--- src/rtl/hsid_rst_pkg.sv ---
// Shared types for the HSID reset sequencer: reset causes, sequencer states, counter width.
// The optional reset-event counter is enabled with HSID_RST_SEQ_CNT_EN.
package hsid_rst_pkg;

    typedef enum logic [1:0] {
        NONE = 2'd0,
        POR  = 2'd1,
        SW   = 2'd2,
        WDT  = 2'd3
    } rst_cause_e;

    typedef enum logic [1:0] {
        HOLD    = 2'd0,
        RELEASE = 2'd1,
        RUN     = 2'd2
    } rst_seq_state_e;

    localparam int RST_COUNT_W = 8;

    function automatic int max_int(input int a, input int b);
        return (a > b) ? a : b;
    endfunction

endpackage

--- src/rtl/hsid_sat_cnt.sv ---
// Saturating up-counter with enable; powers up at zero and is never reset.
// Instantiated by hsid_rst_seq only when HSID_RST_SEQ_CNT_EN is defined.
module hsid_sat_cnt #(
    parameter int DATA_W = 8
) (
    input  logic              clk,
    input  logic              en,
    output logic [DATA_W-1:0] q
);

    // Power-up value comes from the FPGA bitstream; reset events must not clear it.
    logic [DATA_W-1:0] cnt_q = '0;

    always_ff @(posedge clk) begin
        if (en && (cnt_q != '1)) begin
            cnt_q <= cnt_q + 1'b1;
        end
    end

    assign q = cnt_q;

endmodule

--- src/rtl/hsid_rst_seq.sv ---
// Staged reset sequencer: stretches any reset to MIN_PULSE cycles, then releases domains 0..N-1
// every RELEASE_GAP cycles. Optional reset-event counter enabled by HSID_RST_SEQ_CNT_EN.
module hsid_rst_seq
    import hsid_rst_pkg::*;
#(
    parameter int NUM_DOMAINS = 4,
    parameter int MIN_PULSE   = 16,
    parameter int RELEASE_GAP = 4
) (
    input  logic                   clk,
    input  logic                   rst_sync,
    input  logic                   sw_rst_req,
    output logic                   sw_rst_ack,
    input  logic                   wdt_expire,
    output logic [NUM_DOMAINS-1:0] rst_out,
    output logic                   busy,
    output logic                   done,
    output rst_cause_e             rst_cause,
    output logic [RST_COUNT_W-1:0] rst_count
);

    localparam int CNT_W = $clog2(max_int(MIN_PULSE, RELEASE_GAP)) + 1;

    localparam logic [CNT_W-1:0]       HOLD_LAST = CNT_W'(MIN_PULSE - 1);
    localparam logic [CNT_W-1:0]       GAP_LAST  = CNT_W'(RELEASE_GAP - 1);
    localparam logic [NUM_DOMAINS-1:0] ALL_ON    = '1;

    localparam logic [1:0] S_HOLD    = HOLD;
    localparam logic [1:0] S_RELEASE = RELEASE;
    localparam logic [1:0] S_RUN     = RUN;

    logic [1:0]             state;
    logic [CNT_W-1:0]       cnt;
    logic [NUM_DOMAINS-1:0] rst_shift;
    logic                   in_run;
    logic                   restart;
    logic                   step_due;

    // Domains release low index first, so each step shifts one more zero in from the bottom.
    assign rst_shift = rst_out << 1;
    assign in_run    = (state == S_RUN);
    // A software request is only honoured in RUN; it stays pending otherwise.
    assign restart   = wdt_expire | (in_run & sw_rst_req);
    assign step_due  = ((state == S_HOLD)    && (cnt == HOLD_LAST)) ||
                       ((state == S_RELEASE) && (cnt == GAP_LAST));

    always_ff @(posedge clk) begin
        sw_rst_ack <= 1'b0;
        if (rst_sync) begin
            state     <= S_HOLD;
            cnt       <= '0;
            rst_out   <= ALL_ON;
            rst_cause <= POR;
        end else if (restart) begin
            state      <= S_HOLD;
            cnt        <= '0;
            rst_out    <= ALL_ON;
            rst_cause  <= wdt_expire ? WDT : SW;
            sw_rst_ack <= in_run & sw_rst_req;
        end else begin
            case (state)
                S_HOLD, S_RELEASE: begin
                    if (step_due) begin
                        cnt     <= '0;
                        rst_out <= rst_shift;
                        state   <= (rst_shift == '0) ? S_RUN : S_RELEASE;
                    end else begin
                        cnt <= cnt + 1'b1;
                    end
                end
                S_RUN: begin
                    cnt <= '0;
                end
                default: begin
                    state   <= S_HOLD;
                    cnt     <= '0;
                    rst_out <= ALL_ON;
                end
            endcase
        end
    end

    assign busy = ~in_run;
    assign done = in_run;

`ifdef HSID_RST_SEQ_CNT_EN
    logic cnt_inc;

    // Only SW/WDT restarts count; rst_sync has priority and suppresses the increment.
    assign cnt_inc = ~rst_sync & restart;

    hsid_sat_cnt #(
        .DATA_W(RST_COUNT_W)
    ) u_rst_cnt (
        .clk (clk),
        .en  (cnt_inc),
        .q   (rst_count)
    );
`else
    assign rst_count = '0;
`endif

endmodule

--- config.mk ---
export PLATFORM = sky130hd
export DESIGN_NAME = hsid_rst_seq
export DESIGN_NICKNAME = d
export VERILOG_FILES = /design/src/rtl/hsid_rst_pkg.sv /design/src/rtl/hsid_sat_cnt.sv /design/src/rtl/hsid_rst_seq.sv
export SDC_FILE = /design/constraint.sdc
export NUM_CORES = 1
export LEC_CHECK = 0
export ABC_AREA = 1
export CAP_MARGIN = 15
export CORE_MARGIN = 5
export CORE_UTILIZATION = 25
export DETAILED_ROUTE_END_ITERATION = 10
export PLACE_DENSITY = 0.49
export SLEW_MARGIN = 30
export SYNTH_ARGS = -nofsm -noshare
export SYNTH_HDL_FRONTEND = slang
export SYNTH_SLANG_ARGS = --single-unit
export TNS_END_PERCENT = 50
--- constraint.sdc ---
create_clock -name clk -period 1.7 [get_ports clk]
set_input_delay 0.17 -clock clk [delete_from_list [all_inputs] [get_ports clk]]
set_output_delay 0.17 -clock clk [all_outputs]
set_load 0.02 [all_outputs]
==> metrics.md <==
| Metric | Value |
|---|---|
| Status | completed |
| Clk Tree Root Cell | clkbuf_4 |
| Number of global-route vias before repair | 476 |
| CTS tree | yes |
| Final Hold Viols | 0 |
| Core ar. | 2500 um2 |
| Die height | 61.46 um |
| Power Total | 0.0006196 W |
| # fillers | 271 |
| Cells after Synth | 89 |
| Crit Path Max Fanout | 4 |
| Slowest Stage Delay on Critical Path | 620 ps |
| CTS clk-pin slew, worst paths | 90 ps |
| EDFF count, synth | 0 |
| GR Util All Layers | 7.320% |
| RSZ-0062 raised after global routing | false |
| Ys flop type | dfxtp_1 |
| Share of post-route cells with drive strength above 1 | 11.43% |
| Sequential Area | 281.5 um2 |
| First DRT Iteration DRCs | 13 |
| Synth area leaders | dfxtp_1 (42%), nand2_1 (9.6%), buf_4 (9.1%) |
| Nature of the critical path startpoint | register |
| GPL Wtd Cong | 0.6985 |
| Synthesis-to-layout area growth | 25.71% |
| Synth cell count leaders | nand2_1 (17), nor2_1 (16), dfxtp_1 (14) |
| Clk sink count | 14 |
| Largest net degree at the start of global routing | 9 |
| Final net count | 112 |
| IO buf count | 12 |
| Worst-Skew Late Latency | 280 ps |
| Post-synthesis cell type count | 20 |
| Clock Path Buffers | 2 |
| Num CTS Buffers | 3 |
| Synthesis warning total | 0 |
| Global route total overflow | 0 |
| Synth area leader | dfxtp_1 |
| Via Count | 534 |
| Peak supply drop | 0.3265 mV |
| Crit end category | output pin |
| Critical path arrival | 1290 ps |
| Delay-heaviest family, CP | buffers and inverters |
| Mapped Area | 661.9 um2 |
| Final ANT Viol Nets | 0 |
| DR top layer | met4 |
| Final setup fails | 0 |
| Required time worst endpoint | 1530 ps |
| Metal3 WL | 125 um |
| Min-Delay Path Class | reg -> reg |
| WL final | 1202 um |
| Flop-to-flop setup slack | 260 ps |
| Max Cap Viol | 0 |
| Initial antenna violation count | 0 |
| Remaining DRCs | 0 |
| Pwr dens | 744.7 nW/um2 |
| DR vias/cell | 3.956 |
| FP Rows | 18 |
| Post-Route Skew | 3.745 ps |
| Max stage delay cell, worst path | clkdlybuf4s50_1 |
| Reg2Reg Depth | 9 |
| Leak Pwr | 0.3957 nW |
| WL met1 | 562 um |
| Slew Limit Fails | 0 |
| Inserted Diodes | 0 |
| Async SR Flop Fraction | 0% |
| Crit path cell chain | clkdlybuf4s50_1 |
| First-pass GRT wire length | 1945 um |
| Count leader, synth | nand2_1 |
| Multi-input gate area | 310.3 um2 |
| Setup_tns | 0 ps |
| TritonRoute pass-1 iters | 4 |
| Critical path buffers and inverters | 1 |
| Top cell type's share of synthesized area | 42.34% |
| Period Utilization, post-route | 85.73% |
| Max frequency | 0.6861 GHz |
| Syn Area/Cell | 7.437 um2 |
| Seq/Total Area, Yosys | 42.34% |
| H-tree levels | 1 |
| Dpl hpwl | 983.2 um |
| Die area | 3777 um2 |
| Hold path depth | 1 |
| Critical path class | reg -> out |
| Per-cell routed wire length | 8.904 um |
| Initial core utilization | 26.48% |
| Min Tclk post-route | 1457 ps |
| Met2 Routed Length | 489 um |
| Number of cells on the critical path | 1 |
| Yosys reg bits | 14 |
| I/O Pins | 21 |
| Die X | 61.46 um |
-- repair_timing --
| action | CTS | global route |
|---|---|---|
| hold buffers | 0 | 0 |
| setup buffers | 0 | 0 |
| resized for setup | 2 | 1 |
| endpoints found under the setup margin | 2 | 1 |
-- final timing paths --
check                                              from                end
worst max-delay path            rst_out[1]$_SDFFE_PP1P_         rst_out[1]
worst min-delay path                  cnt[0]$_SDFF_PP0_  cnt[0]$_SDFF_PP0_
worst max register to register        cnt[0]$_SDFF_PP0_  cnt[3]$_SDFF_PP0_
worst min register to register        cnt[0]$_SDFF_PP0_  cnt[0]$_SDFF_PP0_
-- area by class of cell --
class	count	area share, %
multi-input combinational	64	37.29
sequential	14	33.83
timing repair buffer	13	15.49
inverter	10	4.511
tap	30	4.511
clock buffer	4	4.361
-- power by group --
| part | total [W] | internal (W) | switching [W] |
|---|---|---|---|
| combinational | 0.0000480 | 0.0000158 | 0.0000322 |
| sequential | 0.000334 | 0.000332 | 0.00000221 |
| clock | 0.000238 | 0.000130 | 0.000107 |
| total | 0.000620 | 0.000478 | 0.000142 |
-- through the flow --
step	util [%]	area (um2)	setup slack [ps]	hold slack [ps]	instances
floorplan	-	688.2	374.0	239.1	96
global placement	31.73	793.3	192.6	438.3	131
detailed placement	31.73	793.3	194.3	443.6	131
CTS	33.18	829.5	12.29	456.3	135
global route	33.28	832.0	86.08	463.0	135
finish	33.28	832.0	242.5	454.0	135
-- kinds of logic (layout without fill, tap and decap cells) --
group / count (synthesis) / count (layout) / share of synthesized area, %
AOI/OAI and AO/OA: 4 / 4 / 3.023
xor gates and xnor gates: 2 / 2 / 2.647
adders and majority gates: 2 / 2 / 3.780
buffers and inverters: 18 / 27 / 14.74
DFF: 14 / 14 / 42.34
other: 1 / 8 / 0.5666
and+or+nand+nor: 48 / 48 / 32.89
-- flip-flops by register name (all words and copies together) (netlist names) --
name and cells:
state 2, cnt 5, sw_rst_ack 1, rst_out 4, rst_cause 2
-- cells in the final DEF, fill, tap and decap left out, types with 2 or more instances in the layout --
| cell | n |
|---|---|
| a21oi_1 | 2 |
| clkbuf_4 | 3 |
| clkdlybuf4s50_1 | 10 |
| conb_1 | 8 |
| dfxtp_1 | 13 |
| ha_1 | 2 |
| inv_1 | 9 |
| nand2_1 | 17 |
| nand2_2 | 2 |
| nand3_1 | 8 |
| nor2_1 | 16 |
-- routing by layer --
layer | vias to the layer above | global-route usage [%]
met5 | - | 0
met4 | 0 | 4.545
met3 | 4 | 3.145
met2 | 15 | 10.42
met1 | 223 | 9.034
li1 | 292 | -
Power figures use the tool's default switching activity.
